`src/rtl/bpu_pkg.sv`:
```
// Shared types and constants for the branch prediction unit.
// Holds jump-kind encodings, branch condition codes, counter states and the BTB entry type.
package bpu_pkg;

    // Storage width for BTB tag/target fields; XLEN must not exceed this.
    localparam int BPU_W = 32;

    typedef enum logic [1:0] {
        JMP_NONE   = 2'b00,
        JMP_BRANCH = 2'b01,
        JMP_JAL    = 2'b10,
        JMP_JALR   = 2'b11
    } jmp_e;

    localparam logic [2:0] F3_BEQ  = 3'b000;
    localparam logic [2:0] F3_BNE  = 3'b001;
    localparam logic [2:0] F3_BLT  = 3'b100;
    localparam logic [2:0] F3_BGE  = 3'b101;
    localparam logic [2:0] F3_BLTU = 3'b110;
    localparam logic [2:0] F3_BGEU = 3'b111;

    localparam logic [1:0] SNT = 2'b00;
    localparam logic [1:0] WNT = 2'b01;
    localparam logic [1:0] WT  = 2'b10;
    localparam logic [1:0] ST  = 2'b11;

    typedef enum logic {
        KIND_BRANCH = 1'b0,
        KIND_JUMP   = 1'b1
    } btb_kind_e;

    typedef struct packed {
        logic             valid;
        logic [BPU_W-1:0] tag;
        logic [BPU_W-1:0] target;
        btb_kind_e        kind;
    } btb_entry_t;

    // Two-bit saturating counter step.
    function automatic logic [1:0] ctr_step(input logic [1:0] c, input logic up);
        if (up) begin
            return (c == ST) ? ST : c + 2'd1;
        end
        return (c == SNT) ? SNT : c - 2'd1;
    endfunction

endpackage

```
`src/rtl/br_cond_eval.sv`:
```
// Branch condition evaluator: maps funct3 and compare flags to a taken bit.
// Ports: fun3, n, z, c (no-borrow), v in; cond out. Undefined codes give 0.
module br_cond_eval
    import bpu_pkg::*;
(
    input  logic [2:0] fun3,
    input  logic       n,
    input  logic       z,
    input  logic       c,
    input  logic       v,
    output logic       cond
);

    always_comb begin
        cond = 1'b0;
        case (fun3)
            F3_BEQ:  cond = z;
            F3_BNE:  cond = ~z;
            F3_BLT:  cond = n ^ v;
            F3_BGE:  cond = ~(n ^ v);
            F3_BLTU: cond = ~c;
            F3_BGEU: cond = c;
            default: cond = 1'b0;
        endcase
    end

endmodule

```
`src/rtl/branch_pred_unit.sv`:
```
// Branch prediction unit: direct-mapped BHT + tagged BTB looked up in Fetch,
// trained and resolved in Execute, with redirect PC and saturating statistics.
// Ports: clk, reset (sync, active-high); PCF -> PredTakenF/PredTargetF;
// Execute inputs ValidE, JmpE, Fun3E, N/Z/C/V, PCE, TargetE, PredTakenE, PredTargetE;
// outputs PCJmpE, MispredictE, RedirectPCE, BrCount, MissCount.
module branch_pred_unit
    import bpu_pkg::*;
#(
    parameter int XLEN    = 32,
    parameter int IDX_W   = 4,
    parameter int CNT_W   = 16,
    parameter bit PRED_EN = 1'b1
) (
    input  logic             clk,
    input  logic             reset,
    input  logic [XLEN-1:0]  PCF,
    output logic             PredTakenF,
    output logic [XLEN-1:0]  PredTargetF,
    input  logic             ValidE,
    input  logic [1:0]       JmpE,
    input  logic [2:0]       Fun3E,
    input  logic             N,
    input  logic             Z,
    input  logic             C,
    input  logic             V,
    input  logic [XLEN-1:0]  PCE,
    input  logic [XLEN-1:0]  TargetE,
    input  logic             PredTakenE,
    input  logic [XLEN-1:0]  PredTargetE,
    output logic             PCJmpE,
    output logic             MispredictE,
    output logic [XLEN-1:0]  RedirectPCE,
    output logic [CNT_W-1:0] BrCount,
    output logic [CNT_W-1:0] MissCount
);

    localparam int DEPTH = 1 << IDX_W;

    btb_entry_t btb [DEPTH];
    logic [1:0] ctr [DEPTH];

    logic [IDX_W-1:0] idx_f;
    logic [IDX_W-1:0] idx_e;
    logic [BPU_W-1:0] tag_f;
    logic [BPU_W-1:0] tag_e;
    logic             hit_f;
    logic             hit_e;
    logic             cond_e;
    btb_entry_t       wr_entry;

    // Shifting the whole PC keeps every PC bit in the tag path.
    assign idx_f = PCF[IDX_W+1:2];
    assign idx_e = PCE[IDX_W+1:2];
    assign tag_f = BPU_W'(PCF >> (IDX_W + 2));
    assign tag_e = BPU_W'(PCE >> (IDX_W + 2));

    assign hit_f = btb[idx_f].valid && (btb[idx_f].tag == tag_f);
    assign hit_e = btb[idx_e].valid && (btb[idx_e].tag == tag_e);

    // Lookup sees pre-edge table state; no bypass from same-cycle training.
    assign PredTakenF = PRED_EN && !reset && hit_f &&
                        (btb[idx_f].kind == KIND_JUMP || ctr[idx_f] >= WT);
    assign PredTargetF = (!reset && hit_f) ? btb[idx_f].target[XLEN-1:0] : '0;

    br_cond_eval u_cond (
        .fun3 (Fun3E),
        .n    (N),
        .z    (Z),
        .c    (C),
        .v    (V),
        .cond (cond_e)
    );

    assign PCJmpE = ValidE && ((JmpE == JMP_BRANCH && cond_e) || JmpE[1]);

    assign MispredictE = ValidE && !reset &&
                         ((PredTakenE != PCJmpE) ||
                          (PCJmpE && PredTargetE != TargetE));

    assign RedirectPCE = PCJmpE ? TargetE : PCE + XLEN'(4);

    always_comb begin
        wr_entry        = '0;
        wr_entry.valid  = 1'b1;
        wr_entry.tag    = tag_e;
        wr_entry.target = BPU_W'(TargetE);
        wr_entry.kind   = (JmpE == JMP_JAL) ? KIND_JUMP : KIND_BRANCH;
    end

    always_ff @(posedge clk) begin
        if (reset) begin
            for (int i = 0; i < DEPTH; i++) begin
                btb[i] <= '0;
                ctr[i] <= WNT;
            end
        end else if (ValidE && PRED_EN) begin
            unique case (JmpE)
                JMP_BRANCH: begin
                    ctr[idx_e] <= ctr_step(ctr[idx_e], PCJmpE);
                    if (PCJmpE) begin
                        btb[idx_e] <= wr_entry;
                    end
                end
                JMP_JAL: begin
                    btb[idx_e] <= wr_entry;
                end
                JMP_JALR: begin
                end
                JMP_NONE: begin
                    // A non-jump sitting in the BTB means the entry is stale.
                    if (hit_e) begin
                        btb[idx_e].valid <= 1'b0;
                    end
                end
            endcase
        end
    end

    always_ff @(posedge clk) begin
        if (reset) begin
            BrCount   <= '0;
            MissCount <= '0;
        end else begin
            if (ValidE && JmpE == JMP_BRANCH && !(&BrCount)) begin
                BrCount <= BrCount + CNT_W'(1);
            end
            if (MispredictE && !(&MissCount)) begin
                MissCount <= MissCount + CNT_W'(1);
            end
        end
    end

endmodule

```
`config.mk`:
```
export PLATFORM = sky130hd
export DESIGN_NAME = branch_pred_unit
export DESIGN_NICKNAME = d
export VERILOG_FILES = /design/src/rtl/bpu_pkg.sv /design/src/rtl/br_cond_eval.sv /design/src/rtl/branch_pred_unit.sv
export SDC_FILE = /design/constraint.sdc
export NUM_CORES = 2
export LEC_CHECK = 0
export ABC_CLOCK_PERIOD_IN_PS = 12600
export CORE_UTILIZATION = 40
export DETAILED_ROUTE_END_ITERATION = 8
export SYNTH_ARGS = -nofsm -noshare
export SYNTH_HDL_FRONTEND = slang
export SYNTH_SLANG_ARGS = --single-unit
```
`constraint.sdc`:
```
create_clock -name clk -period 12.6 [get_ports clk]
set_input_delay 2.52 -clock clk [delete_from_list [all_inputs] [get_ports clk]]
set_output_delay 2.52 -clock clk [all_outputs]
set_load 0.01 [all_outputs]
```
==> impl_metrics.env <==
export IMPL_yosysMostFrequentCell="edfxtp_1"
export IMPL_cp_required_ns=10.08
export IMPL_syn_area_per_cell_sq_um=14.47
export IMPL_vias=32996
export IMPL_drv_cap=0
export IMPL_ir_drop_v=0.0001129
export IMPL_setup_worst_path_start="PCF[2]"
export IMPL_clock_path_buffers=3
export IMPL_cts_buffers_inserted=113
export IMPL_synth_edf_count=992
export IMPL_routed_wl_um=178800
export IMPL_end_kind="primary output"
export IMPL_drive_gt1_share_pct=18.30
export IMPL_ys_warn_count=0
export IMPL_antenna_left=0
export IMPL_synthFlopType="edfxtp_1"
export IMPL_drc=4
export IMPL_powerDensity_mw_per_mm2=134.2
export IMPL_std_cell_rows=133
export IMPL_clk_pin_slew_worst_paths_ns=0.06
export IMPL_hp_start="MissCount[14]"
export IMPL_clk_insertion_delay_late_ns=0.72
export IMPL_timing_hold_ws_ns=0.5001
export IMPL_final_setup_viol_count=0
export IMPL_rsz0062_at_grt="no"
export IMPL_tightest_slew_ns=1.165
export IMPL_hold_violations=0
export IMPL_port_buffers=237
export IMPL_p_leak_nw=20.42
export IMPL_holdCritPathClass="reg2reg"
export IMPL_antenna_found_initial=17
export IMPL_cts_resized=0
export IMPL_ios=240
export IMPL_r2r_start="btb[8][52]"
export IMPL_synth_top_area_share_pct=56.34
export IMPL_gp_congestion=0.8419
export IMPL_grt_total_usage_pct=26.71
export IMPL_die_h_um=365.6
export IMPL_vias_per_cell=5.920
export IMPL_synth_area_leaders="edfxtp_1, mux4_2, and2_1"
export IMPL_ctsHoldBuffers=0
export IMPL_grt_pass1_vias=32923
export IMPL_period_minus_slack_ns=9.779
export IMPL_grt_pass1_wl_um=248800
export IMPL_drt_first_pass_iters=7
export IMPL_synth_distinct_cells=76
export IMPL_syn_num_nets=3800
export IMPL_drt_initial_drc_count=4130
export IMPL_status="finished with violations"
export IMPL_max_freq_mhz=102.3
export IMPL_syn_inst=3653
export IMPL_synth_common_cells="edfxtp_1, and2_1, mux4_2"
export IMPL_cts_tree="done"
export IMPL_ys_seq_area_share_pct=57.56
export IMPL_crit_fanout=74
export IMPL_core_area_sq_mm=0.1313
export IMPL_dieArea_sq_mm=0.1336
export IMPL_root_buffer="clkbuf_16"
export IMPL_post_cts_buffers=0
export IMPL_ys_seq_elements=1024
export IMPL_finalClockSkew_ns=0.01966
export IMPL_yosys_area_top_type="edfxtp_1"
export IMPL_async_flop_share_pct=0
export IMPL_syn_area_sq_mm=0.05287
export IMPL_critPathLaunchType="primary input"
export IMPL_dieWidth_um=365.6
export IMPL_routedWlPerCell_um=32.07
export IMPL_h_tree_depth=3
export IMPL_tns_ns=0
export IMPL_period_share_pct=77.61
export IMPL_crit_type="in2out"
export IMPL_fin_nets=3876
export IMPL_start_util_pct=40.27
export IMPL_worstPathArrival_ns=7.26
export IMPL_grt_overflow_total=0
export IMPL_dp_hpwl_um=100300
export IMPL_relSlewSlack_pct=21.67
export IMPL_drv_slew=0
export IMPL_area_growth_pct=13.91
export IMPL_violations="DRC"
export IMPL_clock_sink_count=1024
export IMPL_grt_max_degree=75
[worst max-delay path, cell delays in order]
cell             delay [ns]
buf_8                  0.53
buf_4                  0.83
mux4_2                 0.60
mux4_2                 0.49
xor2_1                 0.15
a211oi_1               0.19
and4_2                 0.81
and3_1                 0.29
clkdlybuf4s50_1        0.54
[final timing paths]
path | end | slack [ns] | cells after the start
worst max-delay path | PredTargetF[23] | 2.82 | 9
worst min-delay path | MissCount[14] | 0.50 | 2
worst max register to register | btb[11][59] | 9.05 | 7
worst min register to register | MissCount[14] | 0.50 | 2
[per-layer routing]
layer / share of wire, % / global-route usage (%) / vias to the layer above / wire (um)
li1: - / - / 13827 / -
met1: 40 / 36.85 / 17015 / 71720
met2: 47 / 42.54 / 1845 / 83550
met3: 9.7 / 4.859 / 305 / 17360
met4: 3.4 / 9.000 / 4 / 6118
met5: 0.014 / 0 / - / 25
[state kept, by name (all words and copies together), names as in the netlist]
name,flops
BrCount,16
MissCount,16
ctr,32
btb,960
[layout make-up]
class                           instances  area, sq um
Fill cell                           11378        71080
Clock inverter                         52        444.2
Multi-Input combinational cell       2216        20760
Timing Repair Buffer                  338         3153
Sequential cell                      1024        30430
Clock buffer                          149         3049
Antenna cell                            4        10.01
Tap cell                             1755         2196
Inverter                               36        175.2
[cell families after synthesis]
logic type,share of synthesized area (%)
buf+inv,3.593
xor+xnor,2.345
fa+ha+maj,0.1799
mux,18.14
simple gates,15.08
flops,57.56
compound gates,3.105
[placed cells by master (no fill, tap or decap), types with 13 or more instances in the layout]
cell and n:
inv_4 17, clkbuf_16 115, a22oi_1 19, inv_1 19, buf_4 101, dfxtp_1 32
nand2_1 68, nand3_1 33, nor3_1 41, clkbuf_1 29, and2_1 933, o21ai_0 27
edfxtp_1 992, a211oi_4 16, mux2i_1 117, mux4_2 364, nand4_1 48, mux2_2 14
xor2_1 85, o31ai_1 16, clkinv_1 21, and3_1 45, clkdlybuf4s50_1 228, nor2_1 100
a21oi_1 51, or4_1 13, xnor2_1 54
[stage by stage]
stage | cell area, sq um | utilization (%) | power (W) | setup slack [ns] | instances
final | 60220 | 45.87 | 0.008081 | 2.821 | 5574
after global routing | 60220 | 45.86 | 0.008283 | 2.521 | 5573
after CTS | 60210 | 45.86 | 0.008100 | 2.757 | 5570
after detailed placement | 56720 | 43.20 | 0.004940 | 2.785 | 5369
after global placement | 56720 | 43.20 | 0.004931 | 2.850 | 5369
after floorplan | 52870 | - | 0.004555 | 5.098 | 3653
[power breakdown]
group	switching (W)	leakage [nW]	internal (W)
clock network	0.00141	1.68	0.00180
registers	0.0000649	9.66	0.00390
logic	0.000544	9.08	0.000364
total	0.00202	20.4	0.00606
Power figures use the tool's default switching activity.
